File: config.mk
export PLATFORM = sky130hd
export DESIGN_NAME = uart_host_driver_flat
export DESIGN_NICKNAME = d
export VERILOG_FILES = /design/src/rtl/uart_host_driver_if.sv /design/src/rtl/uart_host_driver.sv /design/src/flat_wrapper.sv
export SDC_FILE = /design/constraint.sdc
export NUM_CORES = 1
export LEC_CHECK = 0
export BUFFER_PORTS_ARGS = -buffer_cell sky130_fd_sc_hd__buf_2
export CAP_MARGIN = 20
export CORE_MARGIN = 5
export CORE_UTILIZATION = 31
export DETAILED_ROUTE_END_ITERATION = 7
export SYNTH_ARGS = -nofsm -noshare
export SYNTH_HDL_FRONTEND = slang
export SYNTH_SLANG_ARGS = --single-unit
File: constraint.sdc
create_clock -name clk -period 5.7 [get_ports clk]
set_input_delay 0.57 -clock clk [delete_from_list [all_inputs] [get_ports clk]]
set_output_delay 0.57 -clock clk [all_outputs]
set_load 0.1 [all_outputs]
File: src/rtl/uart_host_driver_if.sv
// Host UART driver bus: operand request, both serial lines, and the result/status strobes.
interface uart_host_driver_if;
    logic       start;
    logic [7:0] operand_a;
    logic [7:0] operand_b;
    logic       host_tx;
    logic       host_rx;
    logic       busy;
    logic       done;
    logic [7:0] result;
    logic       timeout;
    logic       frame_err;

    modport master (
        output start, operand_a, operand_b, host_rx,
        input  host_tx, busy, done, result, timeout, frame_err
    );

    modport slave (
        input  start, operand_a, operand_b, host_rx,
        output host_tx, busy, done, result, timeout, frame_err
    );
endinterface

File: src/rtl/uart_host_driver.sv
// Sends operand A then B as 8N1 frames, then waits for and receives a one-byte reply (done/timeout/frame_err).
// Latency: first start bit one cycle after an accepted start; no backpressure, start is ignored unless IDLE.
module uart_host_driver #(
    parameter int BAUD_DIV    = 5208,
    parameter int GAP_BITS    = 1,
    parameter int TIMEOUT_CYC = 2000000
) (
    input  logic              clk,
    input  logic              rst,
    uart_host_driver_if.slave bus
);
    localparam int CNT_W   = $clog2(BAUD_DIV);
    localparam int TMO_W   = (TIMEOUT_CYC > 1) ? $clog2(TIMEOUT_CYC) : 1;
    localparam int IDX_MAX = (GAP_BITS > 10) ? GAP_BITS : 10;
    localparam int IDX_W   = $clog2(IDX_MAX);

    localparam logic [CNT_W-1:0] BIT_LAST  = CNT_W'(BAUD_DIV - 1);
    localparam logic [CNT_W-1:0] HALF_LAST = CNT_W'(BAUD_DIV / 2 - 1);
    localparam logic [IDX_W-1:0] GAP_LAST  = IDX_W'((GAP_BITS > 0) ? GAP_BITS - 1 : 0);
    localparam logic [IDX_W-1:0] STOP_IDX  = IDX_W'(9);
    localparam logic [TMO_W-1:0] TMO_LAST  = TMO_W'(TIMEOUT_CYC - 1);

    typedef enum logic [2:0] {
        S_IDLE,
        S_TX_A,
        S_GAP,
        S_TX_B,
        S_WAIT_RX,
        S_RX
    } state_t;

    state_t           state_q, state_d;
    logic [CNT_W-1:0] cnt_q, cnt_d;
    logic [IDX_W-1:0] idx_q, idx_d;
    logic [9:0]       tx_shift_q, tx_shift_d;
    logic [7:0]       op_b_q, op_b_d;
    logic [TMO_W-1:0] tmo_q, tmo_d;
    logic [7:0]       rx_shift_q, rx_shift_d;
    logic [7:0]       result_q, result_d;
    logic             host_tx_q, host_tx_d;
    logic             busy_q, busy_d;
    logic             done_q, done_d;
    logic             timeout_q, timeout_d;
    logic             frame_err_q, frame_err_d;
    logic             need_high_q, need_high_d;
    logic             rx_meta_q, rx_meta_d;
    logic             rx_sync_q, rx_sync_d;
    logic             rx_prev_q, rx_prev_d;

    logic             bit_end;
    logic             rx_fall;
    logic             sample_pt;
    logic [TMO_W-1:0] tmo_inc;

    always_comb begin
        rx_meta_d = bus.host_rx;
        rx_sync_d = rx_meta_q;
        rx_prev_d = rx_sync_q;

        bit_end   = (cnt_q == BIT_LAST);
        rx_fall   = rx_prev_q & ~rx_sync_q;
        sample_pt = (idx_q == '0) ? (cnt_q == HALF_LAST) : bit_end;
        tmo_inc   = (tmo_q == TMO_LAST) ? tmo_q : tmo_q + 1'b1;

        state_d     = state_q;
        cnt_d       = cnt_q;
        idx_d       = idx_q;
        tx_shift_d  = tx_shift_q;
        op_b_d      = op_b_q;
        tmo_d       = tmo_q;
        rx_shift_d  = rx_shift_q;
        result_d    = result_q;
        host_tx_d   = host_tx_q;
        busy_d      = busy_q;
        done_d      = 1'b0;
        timeout_d   = 1'b0;
        frame_err_d = 1'b0;
        // After a framing error the line must be seen idle before a new request is honoured.
        need_high_d = need_high_q & ~rx_sync_q;

        case (state_q)
            S_IDLE: begin
                cnt_d     = '0;
                idx_d     = '0;
                tmo_d     = '0;
                host_tx_d = 1'b1;
                busy_d    = 1'b0;
                if (bus.start && !need_high_q) begin
                    tx_shift_d = {1'b1, bus.operand_a, 1'b0};
                    op_b_d     = bus.operand_b;
                    host_tx_d  = 1'b0;
                    busy_d     = 1'b1;
                    state_d    = S_TX_A;
                end
            end

            S_TX_A, S_TX_B: begin
                if (!bit_end) begin
                    cnt_d = cnt_q + 1'b1;
                end else if (idx_q != STOP_IDX) begin
                    cnt_d      = '0;
                    idx_d      = idx_q + 1'b1;
                    tx_shift_d = {1'b1, tx_shift_q[9:1]};
                    host_tx_d  = tx_shift_q[1];
                end else begin
                    cnt_d = '0;
                    idx_d = '0;
                    if (state_q == S_TX_B) begin
                        tmo_d     = '0;
                        host_tx_d = 1'b1;
                        state_d   = S_WAIT_RX;
                    end else if (GAP_BITS == 0) begin
                        tx_shift_d = {1'b1, op_b_q, 1'b0};
                        host_tx_d  = 1'b0;
                        state_d    = S_TX_B;
                    end else begin
                        host_tx_d = 1'b1;
                        state_d   = S_GAP;
                    end
                end
            end

            S_GAP: begin
                if (!bit_end) begin
                    cnt_d = cnt_q + 1'b1;
                end else begin
                    cnt_d = '0;
                    if (idx_q == GAP_LAST) begin
                        idx_d      = '0;
                        tx_shift_d = {1'b1, op_b_q, 1'b0};
                        host_tx_d  = 1'b0;
                        state_d    = S_TX_B;
                    end else begin
                        idx_d = idx_q + 1'b1;
                    end
                end
            end

            S_WAIT_RX: begin
                if (rx_fall) begin
                    cnt_d   = '0;
                    idx_d   = '0;
                    tmo_d   = tmo_inc;
                    state_d = S_RX;
                end else if (tmo_q >= TMO_LAST) begin
                    tmo_d     = '0;
                    timeout_d = 1'b1;
                    busy_d    = 1'b0;
                    state_d   = S_IDLE;
                end else begin
                    tmo_d = tmo_q + 1'b1;
                end
            end

            S_RX: begin
                // A rejected start glitch returns to WAIT_RX, so the reply deadline keeps running here.
                if (idx_q == '0) begin
                    tmo_d = tmo_inc;
                end
                if (!sample_pt) begin
                    cnt_d = cnt_q + 1'b1;
                end else begin
                    cnt_d = '0;
                    if (idx_q == '0) begin
                        if (rx_sync_q) begin
                            state_d = S_WAIT_RX;
                        end else begin
                            idx_d = IDX_W'(1);
                        end
                    end else if (idx_q != STOP_IDX) begin
                        rx_shift_d = {rx_sync_q, rx_shift_q[7:1]};
                        idx_d      = idx_q + 1'b1;
                    end else begin
                        idx_d   = '0;
                        tmo_d   = '0;
                        busy_d  = 1'b0;
                        state_d = S_IDLE;
                        if (rx_sync_q) begin
                            result_d = rx_shift_q;
                            done_d   = 1'b1;
                        end else begin
                            frame_err_d = 1'b1;
                            need_high_d = 1'b1;
                        end
                    end
                end
            end

            default: begin
                state_d = S_IDLE;
            end
        endcase
    end

    always_ff @(posedge clk or posedge rst) begin
        if (rst) begin
            state_q     <= S_IDLE;
            cnt_q       <= '0;
            idx_q       <= '0;
            tx_shift_q  <= '0;
            op_b_q      <= '0;
            tmo_q       <= '0;
            rx_shift_q  <= '0;
            result_q    <= '0;
            host_tx_q   <= 1'b1;
            busy_q      <= 1'b0;
            done_q      <= 1'b0;
            timeout_q   <= 1'b0;
            frame_err_q <= 1'b0;
            need_high_q <= 1'b0;
            rx_meta_q   <= 1'b1;
            rx_sync_q   <= 1'b1;
            rx_prev_q   <= 1'b1;
        end else begin
            state_q     <= state_d;
            cnt_q       <= cnt_d;
            idx_q       <= idx_d;
            tx_shift_q  <= tx_shift_d;
            op_b_q      <= op_b_d;
            tmo_q       <= tmo_d;
            rx_shift_q  <= rx_shift_d;
            result_q    <= result_d;
            host_tx_q   <= host_tx_d;
            busy_q      <= busy_d;
            done_q      <= done_d;
            timeout_q   <= timeout_d;
            frame_err_q <= frame_err_d;
            need_high_q <= need_high_d;
            rx_meta_q   <= rx_meta_d;
            rx_sync_q   <= rx_sync_d;
            rx_prev_q   <= rx_prev_d;
        end
    end

    assign bus.host_tx   = host_tx_q;
    assign bus.busy      = busy_q;
    assign bus.done      = done_q;
    assign bus.result    = result_q;
    assign bus.timeout   = timeout_q;
    assign bus.frame_err = frame_err_q;
endmodule

File: src/flat_wrapper.sv
// flat-port wrapper written by rule: the top's interface ports become plain ports
module uart_host_driver_flat 
#(
    parameter int BAUD_DIV    = 5208,
    parameter int GAP_BITS    = 1,
    parameter int TIMEOUT_CYC = 2000000
)
  (clk, rst, bus_start, bus_operand_a, bus_operand_b, bus_host_rx, bus_host_tx, bus_busy, bus_done, bus_result, bus_timeout, bus_frame_err);
  uart_host_driver_if bus_i ();
  input  logic clk;
  input  logic rst;
  input wire logic [$bits(bus_i.start)-1:0] bus_start;
  input wire logic [$bits(bus_i.operand_a)-1:0] bus_operand_a;
  input wire logic [$bits(bus_i.operand_b)-1:0] bus_operand_b;
  input wire logic [$bits(bus_i.host_rx)-1:0] bus_host_rx;
  output wire logic [$bits(bus_i.host_tx)-1:0] bus_host_tx;
  output wire logic [$bits(bus_i.busy)-1:0] bus_busy;
  output wire logic [$bits(bus_i.done)-1:0] bus_done;
  output wire logic [$bits(bus_i.result)-1:0] bus_result;
  output wire logic [$bits(bus_i.timeout)-1:0] bus_timeout;
  output wire logic [$bits(bus_i.frame_err)-1:0] bus_frame_err;
  assign bus_i.start = bus_start;
  assign bus_i.operand_a = bus_operand_a;
  assign bus_i.operand_b = bus_operand_b;
  assign bus_i.host_rx = bus_host_rx;
  assign bus_host_tx = bus_i.host_tx;
  assign bus_busy = bus_i.busy;
  assign bus_done = bus_i.done;
  assign bus_result = bus_i.result;
  assign bus_timeout = bus_i.timeout;
  assign bus_frame_err = bus_i.frame_err;
  uart_host_driver #(.BAUD_DIV(BAUD_DIV), .GAP_BITS(GAP_BITS), .TIMEOUT_CYC(TIMEOUT_CYC)) u_core (.clk(clk), .rst(rst), .bus(bus_i));
endmodule
==> out/results.tsv, run 1 <==
metric	value	unit
status	finished, final reports clean	
hold_buffers	0	
worst_clock_skew	0.00642	ns
initial_core_util	0.316	
grt_pass1_wl	18.5	mm
floorplan.rows	44	
remaining_drc_errors	0	
maxCapViolations	0	
detailedRoute.firstPassIterationCount	5	
async_reset_ff_frac	1.00	
ys.warnings.count	0	
num-nets-final	520	
synth_top_area_share	0.429	
post-route-util	0.358	
synth-main-ff-cell	dfrtp_1	
die_area	17400	sq um
synth_sequential_area_ratio	0.451	
yosysTopAreaCell	dfrtp_1	
synth_nets	494	
final.setup.tns	0	ns
cts-buffers-inserted	9	
post-route-period-util	0.599	
timing.critical_path.from_type	register	
synthToLayoutAreaGrowth	13.3	%
syn-instance-count	469	
track_usage	0.128	
regToRegSetupSlack	2.28	ns
port_buf_inserts	32	
vdd_drop_max	224	uV
path_max_fanout	32	
reg2reg_start	u_core.state_q[2]	
post_drt_wl_per_cell	16.1	microns
clock_tree_from_tritoncts	done	
vertical_extent_of_the_die	132	microns
core	14600	sq um
grt_pass1_vias	3703	
power	0.00205	W
crit_path_cell_trace	nand3b_1 > nor2_1 > a31oi_1 > a21oi_1 > nor3b_1 > o21bai_1	
post_cts_buffers	0	
number_of_top_level_pins	33	
worst_path_largest_cell_delay	0.97	ns
htreeDepth	3	
clkLatencyLatePin	0.35	ns
path_depth	6	
dpl.hpwl	7.51	mm
leakagePower	2.27	nW
worst_r2r_path_depth	6	
timing.critical_path.max_delay_family	compound AO/OA/AOI/OAI gates	
antennaDiodeCount	0	
global_route.overflow_total	0	
sink_count	83	
yosys_register_bits	83	
worstPathBufferInverterCount	0	
cts.repair.resized	0	
final-hold-violation-count	0	
routed-via-count	3726	
place.gp.congestion	0.817	
crit_required	5.97	ns
worstMarginPinSlew	1.02	ns
critical_path.slowest_cell	dfrtp_1	
number_of_fill_cells_in_the_layout	1448	
drt.antenna.violating_nets	0	
drt_total_wl	11.0	mm
ctsLongestPathBuffers	2	
ctsRootBufferMaster	clkbuf_16	
rr_endpoint	u_core.tmo_q[10]	
crit_arrival	3.69	ns
synthesis.area_per_instance	9.83	sq um
maximum_number_of_pins_on_one_net_before_global_route_repair	84	
final_setup_violations	0	
max_freq	0.293	GHz
hold_path.class	in -> async	
drt_first_iter_violations	274	
grt_antenna_before_repair	0	
drive_gt1_frac	0.214	
synth_area_leaders	dfrtp_1, mux2_2, o21ai_0, nor2_1, a21oi_1	
dieWidth	132	microns
timing.max_slew.rel_slack	0.315	
synth_edf_count	0	
maxSlewViolCount	0	
cts.clk_slew.worst_paths	0.06	ns
unrepaired_setup_endpoints_after_global_routing	false	
power_density	392	nW/um^2
syn_area	4610	sq um
final_period_minus_worst_setup_slack	3.42	ns
cp-end-kind	register	
detail_route.vias_per_cell	5.45	
synthDistinctLibCells	61	
critical_path_class	reg -> reg	
## cell type report
cell class / count / area [sq um] / area share
multi-input cells: 355 / 2390 / 0.457
flip-flops and latches: 83 / 2080 / 0.398
well taps: 184 / 230 / 0.0440
clock buffers: 9 / 225 / 0.0431
repair buffers: 36 / 210 / 0.0402
clock inverters: 7 / 53.8 / 0.0103
inverters: 10 / 38.8 / 0.00742
## metrics by stage
step           instances  hold WS, ns  worst slack, ns  area (sq um)
2_1_floorplan        469        0.345             3.00          4610
3_3_place_gp         666        0.348             2.42          4910
3_5_place_dp         667        0.351             2.36          4920
4_1_cts              683        0.326             2.33          5200
5_1_grt              684        0.317             1.93          5230
6_report             684        0.321             2.28          5230
## sequential cells by signal (all words and copies together), names as in the netlist
name                  cells
u_core.bus.frame_err      1
u_core.bus.timeout        1
u_core.rx_prev_d          1
u_core.idx_q              4
u_core.cnt_q             13
u_core.tmo_q             21
u_core.op_b_q             8
u_core.bus.done           1
u_core.tx_shift_q         9
u_core.need_high_q        1
u_core.state_q            3
u_core.bus.busy           1
u_core.bus.result         8
u_core.rx_prev_q          1
u_core.rx_shift_q         8
u_core.bus.host_tx        1
u_core.rx_meta_q          1
## kinds of logic (layout without fill, tap and decap cells)
| logic type | after synthesis | count (layout) | share of synthesized area |
|---|---|---|---|
| muxes | 35 | 35 | 0.0863 |
| adders and majority gates | 5 | 5 | 0.0136 |
| buffers and inverters | 31 | 62 | 0.0309 |
| AOI/OAI and AO/OA | 126 | 126 | 0.180 |
| DFF | 83 | 83 | 0.451 |
| xor gates and xnor gates | 12 | 12 | 0.0228 |
| and+or+nand+nor | 177 | 177 | 0.215 |
## worst register-to-register path: stages (launching register included)
cell	delay [ns]
dfrtp_1	0.97
nand3b_1	0.34
nor2_1	0.47
a31oi_1	0.28
a21oi_1	0.87
nor3b_1	0.26
o21bai_1	0.14
## Yosys cell counts, types with 4 or more instances
library cell	n
nand4_1	11
nand2_1	30
dfrtp_1	79
nor2b_1	13
nand3_1	20
a31oi_1	6
ha_1	5
nand2b_1	5
and3_1	10
o21ai_0	33
o22ai_1	5
a22oi_1	9
clkbuf_1	12
a21oi_1	27
nor3b_1	4
and4_1	7
nor3_1	6
dfstp_2	4
and2_1	4
nor2_1	42
buf_2	6
a21o_1	6
mux2_2	34
or2_2	4
a22o_1	6
inv_1	10
xor2_1	9
nor4bb_1	7
## where the power goes
group / switching (W) / internal, W / total, W
registers: 0.000127 / 0.000690 / 0.000817
clock network: 0.000252 / 0.000297 / 0.000549
logic: 0.000397 / 0.000289 / 0.000686
## per-layer routing
| metal | share of wire | global-route usage |
|---|---|---|
| met1 | 0.46 | 0.165 |
| met2 | 0.48 | 0.207 |
| met3 | 0.050 | 0.0385 |
| met4 | 0.015 | 0.0406 |
| met5 | 0 | 0 |
## cell usage in the layout, fill, tap and decap left out, drive strengths merged, types with 4 or more instances in the layout
cell,count
dfrtp,79
nor2,42
buf,36
mux2,35
o21ai,34
nand2,30
a21oi,27
nand3,20
nor2b,13
nand4,11
and3,11
inv,10
xor2,9
a22oi,9
clkbuf,9
nor4bb,7
and4,7
a31oi,6
nor3,6
a22o,6
a21o,6
nand2b,5
o22ai,5
ha,5
nor3b,5
or2,4
and2,4
dfstp,4
clkinv,4
## worst max-delay path by stage
stage	startpoint	to	slack [ns]
after floorplan	rst	u_core.bus.busy	3.00
after global placement	u_core.state_q[2]	u_core.tmo_q[18]	2.42
after detailed placement	u_core.state_q[2]	u_core.tmo_q[10]	2.36
after CTS	u_core.state_q[2]	u_core.tmo_q[10]	2.33
after global routing	u_core.state_q[2]	u_core.tmo_q[10]	1.93
final	u_core.state_q[2]	u_core.tmo_q[10]	2.28
Note: power is estimated with default switching activity, not from simulation.
==> run 2: changes to the inputs <==
==> constraint.sdc (replaced) <==
create_clock -name clk -period 3 [get_ports clk]
set_input_delay 0.3 -clock clk [delete_from_list [all_inputs] [get_ports clk]]
set_output_delay 0.3 -clock clk [all_outputs]
set_load 0.1 [all_outputs]
==> run 2 against run 1 <==
Total power is 100% higher. Sequential share of layout area is 1.2 points lower. Global-route usage is 0.19 points lower. Combinational power is 120% higher. Critical path type unchanged. Largest cell class unchanged. Largest power group is now combinational logic.
==> out/results.tsv, run 2 (synthesized netlist as in run 1, its figures left out) <==
metric	value	unit	change
status	finished, final reports clean		
num-nets-final	540		+3.8%
number_of_fill_cells_in_the_layout	1463		+1.0%
final_setup_violations	0		unchanged
antennaDiodeCount	0		unchanged
clkLatencyLatePin	0.34	ns	about the same
vdd_drop_max	636	uV	+180%
drt_first_iter_violations	314		+15%
most_frequent_standard_cell_in_the_layout_excluding_fill_and_tap_cells	dfrtp_1		
worstMarginPinSlew	0.816	ns	-0.203 ns
number_of_top_level_pins	33		unchanged
postLayoutCellArea	5380	sq um	+3.0%
power_density	764	nW/um^2	+95%
grt_pass1_vias	3759		+1.5%
worstPathBufferInverterCount	1		+1
drive_gt1_frac	0.244		+0.0302
sink_count	83		unchanged
clock_tree_from_tritoncts	done		
die_area	17400	sq um	unchanged
htreeDepth	3		unchanged
hold_path.class	in -> async		
timing.critical_path.from_type	register		
track_usage	0.126		-0.00188
initial_core_util	0.316		unchanged
critical_path.slowest_cell	a31oi_1		
dpl.hpwl	7.97	mm	+6.1%
largest_registers	u_core.tmo_q x21, u_core.cnt_q x13, u_core.tx_shift_q x9		
path_max_fanout	7		-78%
detail_route.vias_per_cell	5.40		-0.89%
ctsLongestPathBuffers	2		unchanged
final_period_minus_worst_setup_slack	2.63	ns	-0.785 ns
core	14600	sq um	unchanged
max_freq	0.380	GHz	+30%
maxSlewViolCount	0		unchanged
maximum_number_of_pins_on_one_net_before_global_route_repair	41		-51%
routed-via-count	3801		+2.0%
unrepaired_setup_endpoints_after_global_routing	false		
worst_setup_path_startpoint	u_core.idx_q[0]		
remaining_drc_errors	0		unchanged
dieWidth	132	microns	unchanged
cts-buffers-inserted	9		unchanged
largest_register_ffs	21		unchanged
registers.top_by_ff_count	u_core.tmo_q		
worst_path_largest_cell_delay	0.54	ns	-0.43 ns
cts.repair.resized	0		unchanged
post_drt_wl_per_cell	15.7	microns	-2.3%
floorplan.rows	44		unchanged
layout_common_cells	dfrtp_1, nor2_1, mux2_2		
detailedRoute.firstPassIterationCount	5		unchanged
port_buf_inserts	32		unchanged
reg2reg_start	u_core.idx_q[0]		
final.setup.tns	0	ns	unchanged
synthToLayoutAreaGrowth	16.7	%	
maxCapViolations	0		unchanged
crit_path_cell_trace	inv_1 > ha_1 > or3b_2 > nor2_1 > a31oi_1 > o22ai_1 > a22o_1 > a31o_2		
hold_buffers	0		unchanged
cp-end-kind	register		
timing.critical_path.max_delay_family	compound AO/OA/AOI/OAI gates		
global_route.overflow_total	0		unchanged
ctsRootBufferMaster	clkbuf_16		
final-hold-violation-count	0		unchanged
leakagePower	2.38	nW	+4.8%
placement.cell_area	5080	sq um	+3.2%
post-route-period-util	0.877		+0.278
grt_antenna_before_repair	0		unchanged
critical_path_class	reg -> reg		
crit_arrival	2.87	ns	-0.82 ns
drt_total_wl	11.1	mm	+0.59%
crit_required	3.24	ns	-2.73 ns
post_cts_buffers	0		unchanged
drt.antenna.violating_nets	0		unchanged
vertical_extent_of_the_die	132	microns	unchanged
worst_clock_skew	0.00992	ns	+0.00350 ns
timing.max_slew.rel_slack	0.454		+0.139
cts.clk_slew.worst_paths	0.07	ns	about the same
place.gp.congestion	0.876		+7.2%
grt_pass1_wl	18.6	mm	+0.56%
[run 2: cell types whose count changed in the layout (fill, tap and decap cells not counted), sizes merged]
cell,change
buf,+20
bufinv,+1
clkinv,-3
clkinvlp,-1
inv,+3
[run 2: worst paths after layout]
path	endpoint	slack (ns)	cells past startpoint
worst max register to register	u_core.tmo_q[9]	0.37	8
max in group asynchronous	u_core.bus.host_tx	2.14	3
worst max-delay path	u_core.tmo_q[9]	0.37	8
worst min-delay path	u_core.bus.done	0.03	2
worst min register to register	u_core.rx_prev_d	0.36	0
min in group clk	u_core.rx_meta_q	0.07	1
[run 2: layer usage]
metal  wire (microns)  vias up  GRT usage
met5                0        -          0
met4              142        0     0.0383
met1             5060     1871      0.167
met2             5370       79      0.203
met3              481       16     0.0332
li1                 -     1835          -
[run 2: metrics by stage]
stage               hold slack [ns]  power, W  setup WS (ns)  std cells  utilization
finish                       0.0258   0.00411          0.369        704        0.369
global route                 0.0531   0.00436          0.244        704        0.369
CTS                          0.0489   0.00415          0.398        704        0.369
detailed placement            0.348   0.00299          0.426        688        0.348
global placement              0.354   0.00294          0.486        688        0.348
floorplan                     0.304   0.00257          0.513        469            -
[run 2: cell type report]
cell class | instances | area (sq um) | share of cell area
tap | 184 | 230 | 0.0428
sequential | 83 | 2080 | 0.387
multi-input combinational | 355 | 2390 | 0.443
clock buffer | 9 | 225 | 0.0418
inverter | 10 | 38.8 | 0.00720
clock inverter | 7 | 80.1 | 0.0149
timing repair buffer | 56 | 340 | 0.0632
[run 2: where the power goes]
| group | total (W) | switching [W] | internal, W |
|---|---|---|---|
| clock network | 0.00114 | 0.000484 | 0.000657 |
| logic | 0.00149 | 0.000852 | 0.000636 |
| registers | 0.00148 | 0.000170 | 0.00131 |
